[src/rtl/hex_display_pkg.sv]
// Shared definitions for the hex display driver and its readback decoder:
// segment encodings (active-low, bit7 = dp, bits6:0 = g..a), the digit code
// type and the decoder FSM states.
package hex_display_pkg;

    localparam logic [7:0] SEG_0     = 8'hC0;
    localparam logic [7:0] SEG_1     = 8'hF9;
    localparam logic [7:0] SEG_2     = 8'hA4;
    localparam logic [7:0] SEG_3     = 8'hB0;
    localparam logic [7:0] SEG_4     = 8'h99;
    localparam logic [7:0] SEG_5     = 8'h92;
    localparam logic [7:0] SEG_6     = 8'h82;
    localparam logic [7:0] SEG_7     = 8'hF8;
    localparam logic [7:0] SEG_8     = 8'h80;
    localparam logic [7:0] SEG_9     = 8'h98;
    localparam logic [7:0] SEG_A     = 8'h88;
    localparam logic [7:0] SEG_B     = 8'h83;
    localparam logic [7:0] SEG_C     = 8'hC6;
    localparam logic [7:0] SEG_D     = 8'hA1;
    localparam logic [7:0] SEG_E     = 8'h86;
    localparam logic [7:0] SEG_F     = 8'h8E;
    localparam logic [7:0] SEG_BLANK = 8'hFF;
    localparam logic [7:0] SEG_MINUS = 8'hBF;

    typedef enum logic [1:0] {
        SETTLE,
        HOLD,
        WAIT_CHANGE
    } dec_state_t;

    // Digit code shared with the display driver: blank flag above the nibble.
    typedef struct packed {
        logic       blank;
        logic [3:0] nibble;
    } digit_code_t;

    // Segment pattern the driver emits for a hex nibble.
    function automatic logic [7:0] nibble_to_seg(input logic [3:0] n);
        logic [7:0] s;
        case (n)
            4'h0: s = SEG_0;
            4'h1: s = SEG_1;
            4'h2: s = SEG_2;
            4'h3: s = SEG_3;
            4'h4: s = SEG_4;
            4'h5: s = SEG_5;
            4'h6: s = SEG_6;
            4'h7: s = SEG_7;
            4'h8: s = SEG_8;
            4'h9: s = SEG_9;
            4'hA: s = SEG_A;
            4'hB: s = SEG_B;
            4'hC: s = SEG_C;
            4'hD: s = SEG_D;
            4'hE: s = SEG_E;
            default: s = SEG_F;
        endcase
        return s;
    endfunction

endpackage

[src/rtl/hex_display_decoder_seg_to_nibble.sv]
// Combinational exact-match decode of one 7-segment byte into a digit code.
// Blank and minus are recognised separately; anything else outside the
// sixteen hex glyphs is flagged illegal.
module seg_to_nibble
    import hex_display_pkg::*;
(
    input  logic [7:0]  seg,
    output digit_code_t code,
    output logic        minus,
    output logic        illegal
);

    // Match the byte against every glyph; no partial or dp-tolerant matches.
    always_comb begin
        code.blank  = (seg == SEG_BLANK);
        code.nibble = 4'h0;
        minus       = (seg == SEG_MINUS);
        illegal     = !(code.blank || minus);
        for (int i = 0; i < 16; i++) begin
            if (seg == nibble_to_seg(4'(i))) begin
                code.nibble = 4'(i);
                illegal     = 1'b0;
            end
        end
    end

endmodule

[src/rtl/hex_display_decoder.sv]
// Readback monitor for the six-digit hex display. Captures the segment
// buses, waits for STABLE_CYCLES unchanged cycles, decodes the pattern and
// reports each new stable value once over a valid/ready handshake.
// Optional build macro HEX_DECODER_MINUS_SIGN_EN accepts a minus on hex3
// and reports it on out_neg; without it out_neg is tied low.
module hex_display_decoder
    import hex_display_pkg::*;
#(
    parameter int STABLE_CYCLES = 4
)
(
    input  logic       clk,
    input  logic       rst,
    input  logic [7:0] hex5,
    input  logic [7:0] hex4,
    input  logic [7:0] hex3,
    input  logic [7:0] hex2,
    input  logic [7:0] hex1,
    input  logic [7:0] hex0,
    input  logic       out_ready,
    output logic       out_valid,
    output logic [9:0] out_value,
    output logic       out_err,
    output logic       out_neg
);

    localparam logic [7:0] CNT_MAX = 8'(STABLE_CYCLES - 1);

    logic [47:0] pat_in;
    logic [47:0] p_p0;
    logic [47:0] last_p;
    logic [7:0]  cnt;
    logic        have_reported;
    dec_state_t  state;
    dec_state_t  state_d;
    logic        load;
    logic        leave_hold;
    logic        stable_hit;

    digit_code_t code   [6];
    logic        minus  [6];
    logic        illegal[6];
    logic        shown  [6];

    logic        err_c;
    logic [9:0]  value_c;
    logic        neg_c;

    assign pat_in     = {hex5, hex4, hex3, hex2, hex1, hex0};
    assign stable_hit = (pat_in == p_p0) && (cnt == CNT_MAX);
    assign out_valid  = (state == HOLD);

    // Capture stage: register the raw segment buses every cycle.
    always_ff @(posedge clk) begin
        if (rst) p_p0 <= '1;
        else     p_p0 <= pat_in;
    end

    // Stability counter: restarts on any change and when a report is consumed.
    always_ff @(posedge clk) begin
        if (rst)                               cnt <= 8'd0;
        else if (pat_in != p_p0 || leave_hold) cnt <= 8'd0;
        else if (cnt != CNT_MAX)               cnt <= cnt + 8'd1;
    end

    for (genvar g = 0; g < 6; g++) begin : g_dig
        seg_to_nibble u_dec (
            .seg     (p_p0[8*g +: 8]),
            .code    (code[g]),
            .minus   (minus[g]),
            .illegal (illegal[g])
        );
        assign shown[g] = !code[g].blank && !minus[g] && !illegal[g];
    end

    // Legality of the captured pattern as the display driver could produce it.
    always_comb begin
        err_c = 1'b0;
        for (int i = 0; i < 6; i++) begin
            if (illegal[i]) err_c = 1'b1;
        end
        if (!code[5].blank || !code[4].blank) err_c = 1'b1;
`ifdef HEX_DECODER_MINUS_SIGN_EN
        if (!code[3].blank && !minus[3]) err_c = 1'b1;
        if (minus[3] && code[2].blank && code[1].blank && code[0].blank) err_c = 1'b1;
`else
        if (!code[3].blank) err_c = 1'b1;
`endif
        if (!(code[2].blank || (shown[2] && code[2].nibble >= 4'd1 && code[2].nibble <= 4'd3)))
            err_c = 1'b1;
        if (!(shown[1] || (code[1].blank && code[2].blank))) err_c = 1'b1;
        if (!shown[0]) err_c = 1'b1;
        // Blank digits decode to nibble 0, so they contribute nothing.
        value_c = err_c ? 10'd0 : {code[2].nibble[1:0], code[1].nibble, code[0].nibble};
`ifdef HEX_DECODER_MINUS_SIGN_EN
        neg_c = minus[3] && !err_c;
`else
        neg_c = 1'b0;
`endif
    end

    // Next-state logic for the settle / hold / wait-for-change sequence.
    always_comb begin
        state_d    = state;
        load       = 1'b0;
        leave_hold = 1'b0;
        case (state)
            SETTLE: begin
                if (stable_hit) begin
                    if (!have_reported || p_p0 != last_p) begin
                        state_d = HOLD;
                        load    = 1'b1;
                    end else begin
                        state_d = WAIT_CHANGE;
                    end
                end
            end
            HOLD: begin
                if (out_ready) begin
                    state_d    = SETTLE;
                    leave_hold = 1'b1;
                end
            end
            WAIT_CHANGE: begin
                if (p_p0 != last_p) state_d = SETTLE;
            end
            default: state_d = SETTLE;
        endcase
    end

    // State register.
    always_ff @(posedge clk) begin
        if (rst) state <= SETTLE;
        else     state <= state_d;
    end

    // Report registers: frozen while a report is pending.
    always_ff @(posedge clk) begin
        if (rst) begin
            have_reported <= 1'b0;
            last_p        <= '1;
            out_value     <= 10'd0;
            out_err       <= 1'b0;
            out_neg       <= 1'b0;
        end else if (load) begin
            have_reported <= 1'b1;
            last_p        <= p_p0;
            out_value     <= value_c;
            out_err       <= err_c;
            out_neg       <= neg_c;
        end
    end

endmodule

[config.mk]
export PLATFORM = sky130hd
export DESIGN_NAME = hex_display_decoder
export DESIGN_NICKNAME = d
export VERILOG_FILES = /design/src/rtl/hex_display_pkg.sv /design/src/rtl/hex_display_decoder_seg_to_nibble.sv /design/src/rtl/hex_display_decoder.sv
export SDC_FILE = /design/constraint.sdc
export NUM_CORES = 1
export LEC_CHECK = 0
export ABC_AREA = 0
export ABC_CLOCK_PERIOD_IN_PS = 6200
export CAP_MARGIN = 20
export CORE_MARGIN = 5
export CORE_UTILIZATION = 50
export CTS_CLUSTER_SIZE = 30
export DETAILED_ROUTE_END_ITERATION = 10
export PLACE_DENSITY = 0.81
export SYNTH_ARGS = -nofsm -noshare
export SYNTH_HDL_FRONTEND = slang
export SYNTH_SLANG_ARGS = --single-unit
[constraint.sdc]
create_clock -name clk -period 6.2 [get_ports clk]
set_input_delay 0.62 -clock clk [delete_from_list [all_inputs] [get_ports clk]]
set_output_delay 0.62 -clock clk [all_outputs]
set_load 0.02 [all_outputs]
### Word level (Yosys, flattened, before mapping)

Index checks and enable logic that the tools add are counted.

* register bits after elaboration: 118
* bits of input ports: 51
* output and inout port bits: 13
* word-level logic and storage cells: 333

* add/subtract/negate cells: 1
* magnitude comparators: 2
* eq/ne operators: 118
* mux-type cells: 163
* reduce and logical (&&, ||, !) cells: 42

Operators with widths (count)
* $eq 8x8->1 const B: 108
* $mux 1: 115
* $mux 4: 24
* $ne 48x48->1: 2
* $eq 48x48->1: 1
* $mux 3: 12
* $mux 2: 10
* $logic_not 1->1: 18
* $logic_or 1x1->1: 11
* $logic_and 1x1->1: 10
* $mux 10: 1
* $add 8x1->8 const B: 1
* $eq 8x2->1 const B: 1
* $ne 8x2->1 const B: 1
* $ne 2x2->1 const B: 3
* $pmux 2 s3: 1
* $ge 4x1->1 const B: 1
* $le 4x2->1 const B: 1
* $reduce_and 3->1: 1
* $eq 2x1->1 const B: 1
* $eq 2x2->1 const B: 1
* $logic_not 2->1: 1
* $reduce_or 2->1: 1

### Depth between registers and ports, before layout

* depth in word-level cells: 31
* gate-level depth with buffers: 11
* gate-level depth less buffers: 7

### By module

A second synthesis with hierarchy kept.

* cells, all modules: 900
* area, all modules: 7629.8 sq um

Modules (own cells, without submodules)
* hex_display_decoder: times used 1, cells each 552, area an instance 5205.0 sq um, sequential area each 2362.3 sq um
* seg_to_nibble: times used 6, cells each 58, area an instance 404.1 sq um, sequential area each 0.0 sq um

### Least setup slack after synthesis

Ideal clock, no wire load.

* path type: input -> register
* from: input port hex0[5]
* to: register out_value[0]
* setup time: 87 ps
* arrival time: 2581 ps
* data required time: 6113 ps
* setup slack: 3532 ps
* stages: 8
* path buffers: 1
* cell sequence: xor2_1 > nor4_1 > nand4_2 > nor4_4 > nand3_2 > or4_4 > buf_6 > o31ai_1

* cells in the longest elaborated chain, start to end: 4

Ends and longest elaborated chain
* start, declared: RTL line hex_display_decoder.sv:19 `input logic [7:0] hex0,`
* $eq 48x48->1: RTL line hex_display_decoder.sv:50 `assign stable_hit = (pat_in == p_p0) && (cnt == CNT_MAX);`
* $logic_and 1x1->1: RTL line hex_display_decoder.sv:50
* $mux 1: RTL line hex_display_decoder.sv:109 `if (stable_hit) begin`
* $mux 1: RTL line hex_display_decoder.sv:107 `case (state)`
* end signal, assigned: RTL line hex_display_decoder.sv:148 `out_value <= value_c;`
* end, declared: RTL line hex_display_decoder.sv:22 `output logic [9:0] out_value,`

No other way between the ends.
A chain may end at the register's enable or synchronous reset.

### Worst setup path after layout

* from: input port hex0[3]
* to: register last_p[36]

* cells in the longest elaborated chain, start to end: 4

Ends and longest elaborated chain
* $eq 48x48->1: RTL line hex_display_decoder.sv:50
* $logic_and 1x1->1: RTL line hex_display_decoder.sv:50
* $mux 1: RTL line hex_display_decoder.sv:109
* $mux 1: RTL line hex_display_decoder.sv:107
* end signal, assigned: RTL line hex_display_decoder.sv:147 `last_p <= p_p0;`
* end, declared: RTL line hex_display_decoder.sv:31 `logic [47:0] last_p;`

No other way between the ends.

==> results by stage <==
Placed design:
- Port buffering added 62 buffers.
- Detailed placement ended at an HPWL of 11700 µm.
- Once placement completed, the tool counted placed cells totaling 930.
- The final RePlAce weighted congestion is 0.944.

Floorplanning:
- The core region is 0.0126 mm².
- The y dimension of the die is 123 µm.
- The floorplan row count is 41.
- Pin placement for this block handled 64 I/O pins.
- The initial core utilization is 50.9%.
- The horizontal die dimension is 123 µm.
- The floorplan die area is 0.0152 mm².

Synthesis:
- The unique cell type count in the Yosys netlist is 64.
- The number of nets handed over by synthesis was 796.
- After synthesis, the cell types taking the most area are sky130_fd_sc_hd__dfxtp_1 37%, sky130_fd_sc_hd__xor2_1 7.5%, sky130_fd_sc_hd__xnor2_1 7.4%.
- The netlist area before placement is 0.00640 mm².
- The number of synthesized register bits is 118.
- The share of the Yosys chip area taken by registers is 36.9%.
- The share of the synthesized area in the top cell type is 36.9%.
- The synthesis warning total is 0.
- The synthesized area divided by synthesized cell count is 8.60 µm².
- The number of cells produced by synthesis is 744.
- The dominant register cell in the synthesized netlist is sky130_fd_sc_hd__dfxtp_1.
- Of all flip-flops after synthesis, the portion carrying an async set or reset was 0%.
- Yosys mapped a number of flops with a built-in enable equal to 0.
- Summed over all instances, the cell type with the most area after synthesis is sky130_fd_sc_hd__dfxtp_1.

Critical path:
- The endpoint of the worst register-to-register path is last_p[36].
- In this run the worst setup path terminates at last_p[36].
- In this run the worst setup path begins at hex0[3].
- The startpoint class of the critical path is an input port.
- The worst setup path is of the in2reg kind.
- In this run the critical register-to-register path is launched from p_p0[13].
- Data on the critical path is required at its endpoint by 6.50 ns.
- STA classifies the critical path endpoint as a flop.
- At the worst endpoint, the arrival time is 3.85 ns.
- The count of cells along the worst register-to-register path is 7.
- Along the worst path, the maximum fanout reaches 78.
- For flop-to-flop paths, the worst setup slack is 2.68 ns.

Clocking:
- The clock transition at the registers of the reported paths is 0.05 ns.
- In this run the post-CTS setup repair buffer count came out at 0.
- In this run the deepest clock path goes through 2 buffers.
- CTS built an H-tree with a depth of 4.
- The tree built by TritonCTS fans out to 118 sinks.
- The clock insertion delay at the later pin of the skew report is 0.42 ns.
- In this run the clock root is driven by a sky130_fd_sc_hd__clkbuf_16.
- The post-cts gate resize count is 0.
- The clock tree from TritonCTS is yes.
- The number of buffers inserted for hold repair after clock tree synthesis is 0.
- The CTS buffer count is 17.

STA:
- The accumulated negative setup slack is 0 ns.
- The worst hold margin is 0.444 ns.
- The final number of max-transition violations is 0.
- Setup repair after global routing left no endpoint under its margin.
- Static timing analysis puts the maximum clock frequency at 282 MHz.
- The tightest slew margin relative to the limit is 37.6%.
- The setup-violating endpoint count in the final report is 0.
- The final setup skew is 0.00711 ns.
- The count of final hold-check violations came to 0.
- The minimum clock period after layout is 3.55 ns.
- At the pin with the least slew margin, the transition time is 0.936 ns.
- The worst path uses 57.2% of the clock period.

Global routing:
- The residual overflow from global routing is 0.
- The initial antenna violation count is 0.
- The via count of the first global-routing pass is 5161.
- The first global-routing pass estimated 26400 µm of wire.
- The total global-route track usage is 22.5%.
- Entering global routing, the biggest net connects 104 pins.

Layout:
- The finished layout holds 962 standard cells, fillers aside.
- The number of nets in the finished design is 829.
- Compared with the post-synthesis result, the final layout area differs by 19.4%.
- The end-of-flow core utilization is 60.8%.
- In the final layout, the share of cells above drive strength 1 is 11.9%.
- The count of inserted antenna diode cells is 0.

Pwr:
- After layout, the design draws a total of 2.04 mW.
- The peak supply drop is 0.249 mV.
- For this design the ratio of total power to cell area is 267 mW/mm².
- The leakage power summed over all cells is 3.07 nW.

Drt:
- The number of iterations in the first detailed-routing pass is 5.
- The detailed router placed 5526 vias in this run.
- Dividing the detail-routed via count by the number of cells gives 5.74.
- After detailed routing, the number of remaining DRC violations is 0.
- In the final routed layout, each cell accounts on average for 17.1 µm.
- The final layout contains routed wiring with a total length of 16500 µm.
- Once detail routing completed, the nets flagged for antenna violations numbered 0.
- After the first detailed-routing iteration, the DRC count stood at 641.

Run:
- The max-cap violation count is 0.

Status:
- The run finished with clean final reports.

Min path:
- The class of the most critical hold timing path is reg2reg.
## synth_stat cells (5+ instances only)
library cell,instances
sky130_fd_sc_hd__nor4_1,21
sky130_fd_sc_hd__dfxtp_1,118
sky130_fd_sc_hd__xnor2_1,54
sky130_fd_sc_hd__nor4b_1,5
sky130_fd_sc_hd__nand2_1,24
sky130_fd_sc_hd__a21oi_1,14
sky130_fd_sc_hd__nor3_1,9
sky130_fd_sc_hd__buf_2,11
sky130_fd_sc_hd__and3_1,10
sky130_fd_sc_hd__nor2b_1,5
sky130_fd_sc_hd__inv_1,51
sky130_fd_sc_hd__xor2_1,55
sky130_fd_sc_hd__nand3_1,19
sky130_fd_sc_hd__o21ai_0,7
sky130_fd_sc_hd__a211o_1,48
sky130_fd_sc_hd__clkbuf_1,30
sky130_fd_sc_hd__nor2_1,75
sky130_fd_sc_hd__o31ai_1,6
sky130_fd_sc_hd__nand4_1,52
sky130_fd_sc_hd__or2_2,48
## final cells by class
| cell class | instances | area [µm²] |
|---|---|---|
| flip-flops and latches | 118 | 2360 |
| clock buffers | 23 | 478 |
| inverters | 51 | 191 |
| clock inverters | 9 | 148 |
| well taps | 172 | 215 |
| fillers | 1081 | 4930 |
| repair buffers | 64 | 643 |
| multi-input cells | 525 | 3600 |
## stage by stage
stage	worst slack, ns	instance area (µm²)
global route	2.46	7640
floorplan	3.53	6400
CTS	2.73	7640
finish	2.66	7640
detailed placement	2.31	7010
global placement	2.36	7010
## cells in the final DEF (no fill, tap or decap), types with 5 or more instances in the layout
master and count:
sky130_fd_sc_hd__nor4b_1 5, sky130_fd_sc_hd__xor2_1 55, sky130_fd_sc_hd__o21ai_0 7, sky130_fd_sc_hd__a21oi_1 14, sky130_fd_sc_hd__and3_1 10, sky130_fd_sc_hd__xnor2_1 54
sky130_fd_sc_hd__nor4_1 21, sky130_fd_sc_hd__nor3_1 9, sky130_fd_sc_hd__nor2_1 75, sky130_fd_sc_hd__inv_1 51, sky130_fd_sc_hd__clkbuf_16 17, sky130_fd_sc_hd__or2_2 48
sky130_fd_sc_hd__clkdlybuf4s50_1 61, sky130_fd_sc_hd__nand3_1 19, sky130_fd_sc_hd__a211o_1 48, sky130_fd_sc_hd__nor2b_1 5, sky130_fd_sc_hd__nand2_1 24, sky130_fd_sc_hd__o31ai_1 6
sky130_fd_sc_hd__dfxtp_1 118, sky130_fd_sc_hd__nand4_1 52
## state kept, by name, summed over array words and instances (netlist names)
register       cells
cnt                8
have_reported      1
last_p            48
out_err            1
out_value         10
p_p0              48
state              2
## how the worst min path moves through the flow
stage	from	end	slack [ns]	cells past startpoint
floorplan	have_reported	have_reported	0.45	2
CTS	out_value[3]	out_value[3]	0.45	2
detailed placement	out_value[3]	out_value[3]	0.44	2
global placement	out_value[0]	out_value[0]	0.43	2
global route	out_value[3]	out_value[3]	0.47	2
finish	out_value[3]	out_value[3]	0.44	2
## layer usage
| layer | part of all wire [%] | wire length [µm] | vias to the layer above | track usage (%) |
|---|---|---|---|---|
| met1 | 45 | 7360 | 2590 | 31.0 |
| met4 | 1.4 | 229 | 0 | 7.54 |
| met5 | 0 | 0 | - | 0 |
| li1 | - | - | 2675 | - |
| met3 | 7.8 | 1290 | 33 | 3.98 |
| met2 | 46 | 7580 | 228 | 35.7 |
## power breakdown
group | internal, mW | switching (mW)
Sequential | 0.776 | 0.0477
Combinational | 0.0883 | 0.0925
Clock | 0.701 | 0.333
Total | 1.57 | 0.474
## cells by family after synthesis
group	share of synthesized area, %
simple gates	27.2
flops	36.9
compound gates	13.3
xor+xnor	15.2
buf+inv	6.79
mux	0.313
fa+ha+maj	0.196
other cells	0.0586
## worst max-delay path: stages
cell,delay (ns)
sky130_fd_sc_hd__clkdlybuf4s50_1,0.43
sky130_fd_sc_hd__xor2_1,0.15
sky130_fd_sc_hd__nor4_1,0.55
sky130_fd_sc_hd__nand4_1,0.28
sky130_fd_sc_hd__nor2_1,0.20
sky130_fd_sc_hd__nand4_1,0.72
sky130_fd_sc_hd__buf_12,0.50
sky130_fd_sc_hd__a211o_1,0.34
(Power assumes the default switching activity.)
